<file path="config.mk">
export PLATFORM = sky130hd
export DESIGN_NAME = flt_byte_serializer
export DESIGN_NICKNAME = d
export VERILOG_FILES = /design/src/rtl/flt_byte_serializer_pkg.sv /design/src/rtl/flt_byte_serializer_adler32_acc.sv /design/src/rtl/flt_byte_serializer.sv
export SDC_FILE = /design/constraint.sdc
export NUM_CORES = 1
export LEC_CHECK = 0
export ABC_AREA = 0
export BUFFER_PORTS_ARGS = -buffer_cell sky130_fd_sc_hd__buf_4
export CAP_MARGIN = 40
export CORE_MARGIN = 2
export CORE_UTILIZATION = 35
export DETAILED_ROUTE_END_ITERATION = 8
export PLACE_DENSITY_LB_ADDON = 0.2
export RECOVER_POWER = 25
export SLEW_MARGIN = 20
export SYNTH_ARGS = -nofsm -noshare
export SYNTH_HDL_FRONTEND = slang
export SYNTH_HIERARCHICAL = 1
export SYNTH_SLANG_ARGS = --single-unit
</file>
<file path="constraint.sdc">
create_clock -name clk -period 3.2 [get_ports clk]
set_input_delay 0.16 -clock clk [delete_from_list [all_inputs] [get_ports clk]]
set_output_delay 0.16 -clock clk [all_outputs]
set_load 0.05 [all_outputs]
</file>
<file path="src/rtl/flt_byte_serializer_pkg.sv">
// Shared widths, FSM encodings and Adler-32 helpers for flt_byte_serializer.
// The checksum path is built only when ADLER32_EN is defined.
package flt_byte_serializer_pkg;

    localparam int SIZE_W_WD   = 16;
    localparam int SIZE_H_WD   = 16;
    localparam int DATA_PXL_WD = 32;

    localparam logic [15:0] ADLER_MOD = 16'd65521;

    localparam logic [SIZE_W_WD-1:0] W_ZERO = {SIZE_W_WD{1'b0}};
    localparam logic [SIZE_W_WD-1:0] W_ONE  = {{(SIZE_W_WD-1){1'b0}}, 1'b1};
    localparam logic [SIZE_H_WD-1:0] H_ZERO = {SIZE_H_WD{1'b0}};
    localparam logic [SIZE_H_WD-1:0] H_ONE  = {{(SIZE_H_WD-1){1'b0}}, 1'b1};

    typedef enum logic [2:0] {
        ST_IDLE  = 3'd0,
        ST_TYPE  = 3'd1,
        ST_FETCH = 3'd2,
        ST_LOAD  = 3'd3,
        ST_SHIFT = 3'd4,
        ST_DONE  = 3'd5
    } state_t;

    typedef enum logic [2:0] {
        FLT_NONE  = 3'd0,
        FLT_SUB   = 3'd1,
        FLT_UP    = 3'd2,
        FLT_AVG   = 3'd3,
        FLT_PAETH = 3'd4
    } flt_typ_t;

    // Both operands are already reduced below the modulus, so a single
    // conditional subtract on a 17-bit sum is enough.
    function automatic logic [15:0] adler_mod_add(input logic [15:0] x, input logic [15:0] y);
        logic [16:0] sum_s;
        logic [16:0] red_s;
        sum_s = {1'b0, x} + {1'b0, y};
        red_s = sum_s - {1'b0, ADLER_MOD};
        if (sum_s >= {1'b0, ADLER_MOD}) begin
            return red_s[15:0];
        end else begin
            return sum_s[15:0];
        end
    endfunction

endpackage

</file>
<file path="src/rtl/flt_byte_serializer_adler32_acc.sv">
// Running Adler-32 accumulator: folds one byte per valid cycle into a/b.
// init restarts the sums (a=1, b=0) before folding the byte of that cycle.
module adler32_acc
    import flt_byte_serializer_pkg::*;
(
    input  logic        clk,
    input  logic        rstn,
    input  logic        init,
    input  logic        val,
    input  logic [7:0]  dat,
    output logic [31:0] adler
);

    logic [15:0] a_r;
    logic [15:0] b_r;
    logic [15:0] a_base_s;
    logic [15:0] b_base_s;
    logic [15:0] a_nxt_s;
    logic [15:0] b_nxt_s;

    // Next a/b for the byte on dat, starting from a fresh seed when init is set.
    always_comb begin
        a_base_s = a_r;
        b_base_s = b_r;
        if (init) begin
            a_base_s = 16'd1;
            b_base_s = 16'd0;
        end else begin
            a_base_s = a_r;
            b_base_s = b_r;
        end
        a_nxt_s = adler_mod_add(a_base_s, {8'h00, dat});
        b_nxt_s = adler_mod_add(b_base_s, a_nxt_s);
    end

    // Checksum state, updated only on accepted bytes.
    always_ff @(posedge clk or negedge rstn) begin
        if (!rstn) begin
            a_r <= 16'd1;
            b_r <= 16'd0;
        end else if (val) begin
            a_r <= a_nxt_s;
            b_r <= b_nxt_s;
        end else begin
            a_r <= a_r;
            b_r <= b_r;
        end
    end

    assign adler = {b_r, a_r};

endmodule

</file>
<file path="src/rtl/flt_byte_serializer.sv">
// Drains one filtered scanline per start/done: filter-type byte, then RGBA words MSB first.
// Define ADLER32_EN to build the Adler-32 accumulator; otherwise adler_o reads 32'h0000_0001.
module flt_byte_serializer
    import flt_byte_serializer_pkg::*;
(
    input  logic                   clk,
    input  logic                   rstn,
    input  logic [SIZE_W_WD-1:0]   cfg_w_i,
    input  logic [SIZE_H_WD-1:0]   cfg_h_i,
    input  logic [2:0]             flt_typ_i,
    input  logic                   start_i,
    output logic                   done_o,
    input  logic                   fifo_flt_empty_i,
    output logic                   fifo_flt_rd_o,
    input  logic [DATA_PXL_WD-1:0] fifo_flt_dat_i,
    output logic                   byte_val_o,
    output logic [7:0]             byte_dat_o,
    output logic                   byte_lst_o,
    input  logic                   byte_rdy_i,
    output logic [31:0]            adler_o,
    output logic                   adler_val_o
);

    state_t                 state_r;
    state_t                 state_s;
    logic [SIZE_W_WD-1:0]   cfg_w_r;
    logic [SIZE_H_WD-1:0]   cfg_h_r;
    logic [SIZE_W_WD-1:0]   cnt_pix_r;
    logic [SIZE_W_WD-1:0]   cnt_pix_s;
    logic [SIZE_H_WD-1:0]   line_r;
    logic [1:0]             byte_idx_r;
    logic [1:0]             byte_idx_s;
    logic [DATA_PXL_WD-1:0] shift_r;
    logic [DATA_PXL_WD-1:0] shift_s;
    logic                   byte_val_r;
    logic                   byte_val_s;
    logic [7:0]             byte_dat_r;
    logic [7:0]             byte_dat_s;
    logic                   byte_lst_r;
    logic                   byte_lst_s;
    logic                   done_r;
    logic                   done_s;
    logic                   hs_s;
    logic                   pix_last_s;
    logic                   last_line_s;

    assign hs_s        = byte_val_r && byte_rdy_i;
    assign pix_last_s  = ((cnt_pix_r + W_ONE) == cfg_w_r);
    assign last_line_s = (line_r == (cfg_h_r - H_ONE));

    // Next-state and next-output decode; outputs are registered from these values.
    always_comb begin
        state_s    = state_r;
        cnt_pix_s  = cnt_pix_r;
        byte_idx_s = byte_idx_r;
        shift_s    = shift_r;
        byte_val_s = 1'b0;
        byte_dat_s = byte_dat_r;
        byte_lst_s = 1'b0;
        done_s     = 1'b0;
        case (state_r)
            ST_IDLE: begin
                if (start_i) begin
                    state_s    = ST_TYPE;
                    cnt_pix_s  = W_ZERO;
                    byte_val_s = 1'b1;
                    byte_dat_s = {5'b00000, flt_typ_i};
                    // An empty line makes the type byte the last byte of the image.
                    byte_lst_s = (cfg_w_i == W_ZERO) && (line_r == (cfg_h_i - H_ONE));
                end else begin
                    state_s = ST_IDLE;
                end
            end
            ST_TYPE: begin
                if (hs_s) begin
                    if (cfg_w_r == W_ZERO) begin
                        state_s = ST_DONE;
                        done_s  = 1'b1;
                    end else begin
                        state_s = ST_FETCH;
                    end
                end else begin
                    byte_val_s = 1'b1;
                    byte_lst_s = byte_lst_r;
                end
            end
            ST_FETCH: begin
                if (!fifo_flt_empty_i) begin
                    state_s = ST_LOAD;
                end else begin
                    state_s = ST_FETCH;
                end
            end
            ST_LOAD: begin
                state_s    = ST_SHIFT;
                shift_s    = fifo_flt_dat_i;
                byte_idx_s = 2'd0;
                byte_val_s = 1'b1;
                byte_dat_s = fifo_flt_dat_i[DATA_PXL_WD-1 -: 8];
            end
            ST_SHIFT: begin
                byte_val_s = 1'b1;
                byte_lst_s = byte_lst_r;
                if (hs_s) begin
                    if (byte_idx_r == 2'd3) begin
                        cnt_pix_s  = cnt_pix_r + W_ONE;
                        byte_val_s = 1'b0;
                        byte_lst_s = 1'b0;
                        if (pix_last_s) begin
                            state_s = ST_DONE;
                            done_s  = 1'b1;
                        end else begin
                            state_s = ST_FETCH;
                        end
                    end else begin
                        byte_idx_s = byte_idx_r + 2'd1;
                        shift_s    = {shift_r[DATA_PXL_WD-9:0], 8'h00};
                        byte_dat_s = shift_r[DATA_PXL_WD-9 -: 8];
                        byte_lst_s = (byte_idx_r == 2'd2) && pix_last_s && last_line_s;
                    end
                end else begin
                    byte_idx_s = byte_idx_r;
                end
            end
            ST_DONE: begin
                state_s = ST_IDLE;
            end
            default: begin
                state_s = ST_IDLE;
            end
        endcase
    end

    // FSM, datapath and output registers.
    always_ff @(posedge clk or negedge rstn) begin
        if (!rstn) begin
            state_r    <= ST_IDLE;
            cnt_pix_r  <= W_ZERO;
            byte_idx_r <= 2'd0;
            shift_r    <= {DATA_PXL_WD{1'b0}};
            byte_val_r <= 1'b0;
            byte_dat_r <= 8'h00;
            byte_lst_r <= 1'b0;
            done_r     <= 1'b0;
        end else begin
            state_r    <= state_s;
            cnt_pix_r  <= cnt_pix_s;
            byte_idx_r <= byte_idx_s;
            shift_r    <= shift_s;
            byte_val_r <= byte_val_s;
            byte_dat_r <= byte_dat_s;
            byte_lst_r <= byte_lst_s;
            done_r     <= done_s;
        end
    end

    // Image geometry is captured once per scanline at start.
    always_ff @(posedge clk or negedge rstn) begin
        if (!rstn) begin
            cfg_w_r <= W_ZERO;
            cfg_h_r <= H_ZERO;
        end else if ((state_r == ST_IDLE) && start_i) begin
            cfg_w_r <= cfg_w_i;
            cfg_h_r <= cfg_h_i;
        end else begin
            cfg_w_r <= cfg_w_r;
            cfg_h_r <= cfg_h_r;
        end
    end

    // Scanline counter wraps to zero after the last line of the image.
    always_ff @(posedge clk or negedge rstn) begin
        if (!rstn) begin
            line_r <= H_ZERO;
        end else if (state_r == ST_DONE) begin
            line_r <= last_line_s ? H_ZERO : (line_r + H_ONE);
        end else begin
            line_r <= line_r;
        end
    end

    assign fifo_flt_rd_o = (state_r == ST_FETCH) && !fifo_flt_empty_i;
    assign byte_val_o    = byte_val_r;
    assign byte_dat_o    = byte_dat_r;
    assign byte_lst_o    = byte_lst_r;
    assign done_o        = done_r;

`ifdef ADLER32_EN
    logic        adler_init_s;
    logic        adler_val_r;
    logic [31:0] adler_s;

    // The checksum restarts with the type byte of the first scanline.
    assign adler_init_s = (state_r == ST_TYPE) && hs_s && (line_r == H_ZERO);

    adler32_acc u_adler32_acc (
        .clk   (clk),
        .rstn  (rstn),
        .init  (adler_init_s),
        .val   (hs_s),
        .dat   (byte_dat_r),
        .adler (adler_s)
    );

    // Final-checksum strobe coincides with done of the last scanline.
    always_ff @(posedge clk or negedge rstn) begin
        if (!rstn) begin
            adler_val_r <= 1'b0;
        end else begin
            adler_val_r <= done_s && last_line_s;
        end
    end

    assign adler_o     = adler_s;
    assign adler_val_o = adler_val_r;
`else
    assign adler_o     = 32'h0000_0001;
    assign adler_val_o = 1'b0;
`endif

endmodule

</file>
==> results of run 1 <==
-- logic make-up after synthesis --
logic type               Yosys count
other                              2
AND/OR/NAND/NOR                  335
buffers and inverters             91
XOR/XNOR                          74
adder cells (fa/ha/maj)            6
multiplexers                      32
AO/OA/AOI/OAI                    134
flip-flops                       104
-- placed cells by master (no fill, tap or decap), types with 7 or more instances in the layout --
cell type / synthesis / layout
inv_1: 13 / 13
nor4_1: 20 / 20
xnor2_1: 41 / 41
and3_1: 10 / 10
or4_1: 7 / 7
nand2_1: 101 / 101
a31oi_1: 25 / 25
nor3_1: 15 / 14
a21oi_1: 13 / 13
nor2_1: 97 / 97
a221oi_1: 7 / 7
buf_4: 33 / 102
nand4_1: 13 / 13
o21ai_0: 40 / 40
dfrtp_1: 104 / 104
clkbuf_16: 0 / 9
mux2_2: 30 / 30
xor2_1: 33 / 33
conb_1: 2 / 33
nand2b_1: 7 / 7
o31ai_1: 7 / 7
nand3_1: 30 / 30
-- layer usage --
layer  track usage  vias to the layer above
li1              -                     2838
met1         0.261                     2685
met2         0.284                      113
met3        0.0357                       20
met4        0.0474                        0
met5             0                        -
-- worst min-delay path: stages --
cell and delay (ps):
buf_4 80, nand2_1 40, o21ai_0 60
-- registers in the layout (all words and copies together) (netlist names) --
name and cells:
cfg_w_r 16, byte_dat_o 8, done_o 1, line_r 16, shift_r 24, byte_lst_o 1
cnt_pix_r 16, byte_idx_r 2, byte_val_o 1, state_r 3, cfg_h_r 16
-- power by group through the flow --
| stage | registers, mW | logic, mW | clock network [mW] |
|---|---|---|---|
| after CTS | 2.23 | 2.26 | 1.18 |
| after floorplan | 2.25 | 1.60 | 0 |
| final | 2.23 | 2.25 | 1.14 |
| after global routing | 2.30 | 2.51 | 1.24 |
| after detailed placement | 2.26 | 2.24 | 0 |
| after global placement | 2.25 | 2.22 | 0 |
-- metrics by stage --
step | total power, mW | cells | utilization | setup WS [ps] | cell area [um2]
6_report | 5.62 | 1091 | 0.418 | 255 | 7840
5_1_grt | 6.05 | 1091 | 0.418 | 76.3 | 7840
3_3_place_gp | 4.47 | 1066 | 0.397 | 292 | 7450
4_1_cts | 5.68 | 1091 | 0.419 | 230 | 7860
2_1_floorplan | 3.85 | 809 | - | 491 | 6810
3_5_place_dp | 4.50 | 1069 | 0.399 | 244 | 7490
-- area by class of cell --
cell class,count,area [um2]
Clock inverter,7,85.1
Tap cell,234,293
Fill cell,1874,10900
Sequential cell,104,2600
Multi-Input combinational cell,614,3750
Inverter,13,48.8
Clock buffer,9,225
Timing Repair Buffer,110,835
-- worst min path at each step --
stage / end / start / cells after the start / slack, ps
2_1_floorplan: byte_dat_o[0]$_DFFE_PN0P_ / rstn / 0 / -140
3_3_place_gp: cfg_w_r[4]$_DFFE_PN0P_ / rstn / 1 / 350
6_report: cfg_w_r[2]$_DFFE_PN0P_ / cfg_w_i[2] / 3 / 10
4_1_cts: shift_r[4]$_DFFE_PN0P_ / fifo_flt_dat_i[4] / 3 / 1
3_5_place_dp: cfg_w_r[1]$_DFFE_PN0P_ / rstn / 1 / 110
5_1_grt: shift_r[5]$_DFFE_PN0P_ / fifo_flt_dat_i[5] / 3 / 8
-- repair_timing --
action | 4_1_cts | 5_1_grt
endpoints found under the setup margin | 0 | 0
endpoints found under the hold margin | 28 | 0
hold buffers | 6 | 0
==> flow_summary.ini, run 1 <==
[timing]
fin_skew_ps = 9.98
tns_ps = 0
fin_crit_ps = 2940
worst_pin_slew_ps = 1450
setup_viol = 0
timing.hold.ws_ps = 10.3
drv_slew = 0
timing.final.crit_share = 0.920
rsz0062_at_grt = false
slew_headroom = 0.0315
finalHoldViolCount = 0
clock.fmax_mhz = 340

[yosys]
synth_edf_count = 0
synth.largest_area_cell = dfrtp_1
synth_top_family_by_area = simple AND/OR/NAND/NOR gates
synth-async-reset-ratio = 1.00
muxShareOfSynthArea = 0.0534
yosysMostFrequentCell = dfrtp_1
yosys_warnings = 6
avgSynthCellArea_um2 = 8.61
synth_ff_type = dfrtp_1
synthCells = 778
syn-cell-area_um2 = 6700
synthSimpleGateAreaFrac = 0.242
yosysSeqAreaShare = 0.389
synth_xor_area_frac = 0.0968
synth_compound_area_frac = 0.136
ys_ff_latch = 104
synth_common_cells = dfrtp_1 (104), nand2_1 (101), nor2_1 (97)
synthTopCellsByArea = dfrtp_1 (39%), nand2_1 (5.7%), nor2_1 (5.4%), xnor2_1 (5.4%), mux2_2 (5.0%)
yosysTopAreaCellShare = 0.389
synthAdderAreaFrac = 0.0112
synthDistinctLibCells = 66

[detailed_routing]
drt_iter0_drc = 388
vias = 5656
route.layer.met1.wl_um = 8580
postRouteAntennaNets = 0
wl_per_cell_um = 16.2
wl_met3_um = 722
wl_um = 17700
wl_met2_um = 8130
drc = 0
top_layer = met4
drtPass1Iterations = 5
via_per_inst = 5.18

[setup_path]
r2r_setup_slack_ps = 260
cp_slowest_cell = or4b_2
path_class = reg -> reg
max_stage_delay_ps = 680
crit_required_ps = 3440
endpoint = line_r[4]$_DFFE_PN0N_
worst-path-buf-inv = 1
cp-start-kind = register
worst-path-stages = 9
worstPathCellList = inv_1 > ha_1 > or4b_2 > xnor2_1 > or4_1 > a21oi_1 > nand4_4 > nor2_4 > nor2_1
critPathCaptureType = register
rr_worst_depth = 9
reg2reg_from = cfg_h_r[0]$_DFFE_PN0P_
cp-startpoint = cfg_h_r[0]$_DFFE_PN0P_
timing.critical_path.arrival_ps = 3180
reg2reg_to = line_r[4]$_DFFE_PN0N_
crit_family = simple AND/OR/NAND/NOR gates
crit_fanout = 13

[clock_network]
path_clk_slew_ps = 80
cts_tree = built
clk_latency_ps = 360
cts-resized-gates = 0
cts_setup_buffers = 0
cts_root_buf = clkbuf_16
cts.sinks = 104
cts_made_buffers = 9
htree_levels = 3
cts_buffer_depth = 2

[floorplan]
core-area_um2 = 18800
dieArea_um2 = 20300
die_h_um = 142
initial_core_util = 0.357
die_x_um = 142
num_rows = 50
io_pins = 117

[pwr]
ir_drop_mv = 0.292
power.static_leakage_nw = 3.34
intPower_mw = 3.27
power_switching_mw = 2.35
sw_frac_of_total = 0.418
p_per_area_nw_per_um2 = 717
p_clk_frac = 0.203
combPwrFrac = 0.400
seq_power_share = 0.397

[placement]
dpl.hpwl_um = 13100
io_buffers = 83
gp_congestion = 0.895

[flow_run]
drv_cap = 0

[grt]
grtUsageTotal = 0.182
grt_max_degree = 43
grt_pass1_wl_um = 29300
grt_pass1_vias = 5472
antenna_found_initial = 0
grt_overflow = 0

[finish]
drive_gt1_frac = 0.195
nets = 930
insertedDiodeCount = 0
area_growth_pct = 17.0

[min_path]
holdCritPathClass = in -> reg

[run_status]
run_status = completed
Note: power is estimated with default switching activity, not from simulation.
==> run 2: changes to the inputs <==
CORE_UTILIZATION = 50   (was 35)
==> flow_summary.ini, run 2 (synthesized netlist as in run 1, its figures left out) <==
[run_status]
run_status = completed

[pwr]
ir_drop_mv = 0.409
seq_power_share = 0.404
power.static_leakage_nw = 3.35
combPwrFrac = 0.397
p_per_area_nw_per_um2 = 721
power_switching_mw = 2.33
intPower_mw = 3.26
sw_frac_of_total = 0.416
p_clk_frac = 0.199

[setup_path]
critPathCaptureType = register
crit_required_ps = 3430
cp-start-kind = register
reg2reg_from = cfg_h_r[0]$_DFFE_PN0P_
timing.critical_path.arrival_ps = 3190
crit_fanout = 13
path_class = reg -> reg
rr_worst_depth = 9
reg2reg_to = line_r[15]$_DFFE_PN0N_
r2r_setup_slack_ps = 240

[finish]
max_flop_register = shift_r
final_cell_mix = dfrtp_1 (104), buf_4 (103), nand2_1 (101), nor2_1 (97), xnor2_1 (41)
insertedDiodeCount = 0
area_growth_pct = 15.8
drive_gt1_frac = 0.198
nets = 931
largest_register_ffs = 24
mostFrequentLayoutCell = dfrtp_1

[floorplan]
core-area_um2 = 13100
dieArea_um2 = 14300
die_x_um = 120
die_h_um = 120
io_pins = 117
initial_core_util = 0.510
num_rows = 42

[grt]
globalRouteMet1Util = 0.345
grt_pass1_vias = 5508
grt_use_met3 = 0.0542
top_usage_layer = met2
grt_overflow = 0
antenna_found_initial = 0
grt_max_degree = 63
grt_pass1_wl_um = 27800
grt_use_met2 = 0.380
grtUsageTotal = 0.243

[timing]
worst_slack_ps = 240
tns_ps = 0
clock.fmax_mhz = 338
setup_viol = 0
timing.final.crit_share = 0.925
drv_slew = 0
fin_skew_ps = 13.4
slew_headroom = 0.264
worst_pin_slew_ps = 1100
fin_crit_ps = 2960
finalHoldViolCount = 0
rsz0062_at_grt = false

[placement]
pre_cts_ws_ps = 272
gp_congestion = 0.945
dpl.hpwl_um = 12300
io_buffers = 83

[min_path]
min_to = shift_r[5]$_DFFE_PN0P_
whs_path_depth = 3
worstHoldStart = fifo_flt_dat_i[5]
holdCritPathClass = in -> reg

[clock_network]
cts_tree = built
cts_made_buffers = 9
cts_buffer_depth = 2
htree_levels = 3
cts.sinks = 104
clk_latency_ps = 370
path_clk_slew_ps = 80
cts_root_buf = clkbuf_16

[detailed_routing]
drc = 0
vias = 5799
postRouteAntennaNets = 0
drt_iter0_drc = 394
drtPass1Iterations = 5
wl_per_cell_um = 16.1
wl_um = 16700
via_per_inst = 5.61

[flow_run]
drv_cap = 0
## run 2: repair_timing
item	4_1_cts	5_1_grt
endpoints found under the hold margin	63	0
hold buffers	4	0
endpoints found under the setup margin	0	0
setup buffers	0	0
resized for setup	0	0
## run 2: final cells by class
| class | instances | area [um2] |
|---|---|---|
| clock buffer | 9 | 225 |
| clock inverter | 7 | 67.6 |
| fill | 1190 | 5380 |
| inverter | 13 | 48.8 |
| multi-input combinational | 614 | 3750 |
| sequential | 104 | 2600 |
| tap | 176 | 220 |
| timing repair buffer | 111 | 842 |
## run 2: how the worst max path moves through the flow
stage / from / to / slack [ps] / cells past startpoint
floorplan: cfg_h_r[9]$_DFFE_PN0P_ / line_r[7]$_DFFE_PN0N_ / 490 / 8
global placement: cfg_h_r[9]$_DFFE_PN0P_ / line_r[13]$_DFFE_PN0N_ / 340 / 7
detailed placement: cfg_h_r[9]$_DFFE_PN0P_ / line_r[7]$_DFFE_PN0N_ / 270 / 7
CTS: cfg_h_r[0]$_DFFE_PN0P_ / line_r[15]$_DFFE_PN0N_ / 240 / 9
global route: cfg_h_r[0]$_DFFE_PN0P_ / line_r[13]$_DFFE_PN0N_ / 30 / 9
finish: cfg_h_r[0]$_DFFE_PN0P_ / line_r[15]$_DFFE_PN0N_ / 240 / 9
## run 2: power by group through the flow
stage	sequential (mW)	combinational [mW]	clock, mW
final	2.26	2.22	1.11
after global routing	2.32	2.46	1.19
after CTS	2.25	2.22	1.14
after detailed placement	2.27	2.21	0
after global placement	2.25	2.15	0
after floorplan	2.25	1.60	0
## run 2: per-stage QoR
step           utilization  power [mW]  cells  area, um2  hold slack [ps]
5_1_grt              0.590        5.97   1034       7750             20.1
3_3_place_gp         0.563        4.40   1011       7400              284
2_1_floorplan            -        3.85    809       6810             -136
3_5_place_dp         0.564        4.48   1012       7420              302
4_1_cts              0.590        5.61   1032       7750             2.66
6_report             0.590        5.59   1034       7750             11.5
## run 2: critical path, stage by stage (launching register included)
cell      delay (ps)
dfrtp_1          410
inv_1             90
ha_1             220
or4b_2           670
nor4_1           320
xnor2_1          130
a211oi_1         380
nand4_4          210
nor2_4           310
nor2_1            90
## run 2: layer usage
layer,wire [um],vias to the layer above,part of all wire
li1,-,2825,-
met1,7850,2800,0.47
met2,7750,158,0.46
met3,871,16,0.052
met4,191,0,0.011
met5,0,-,0
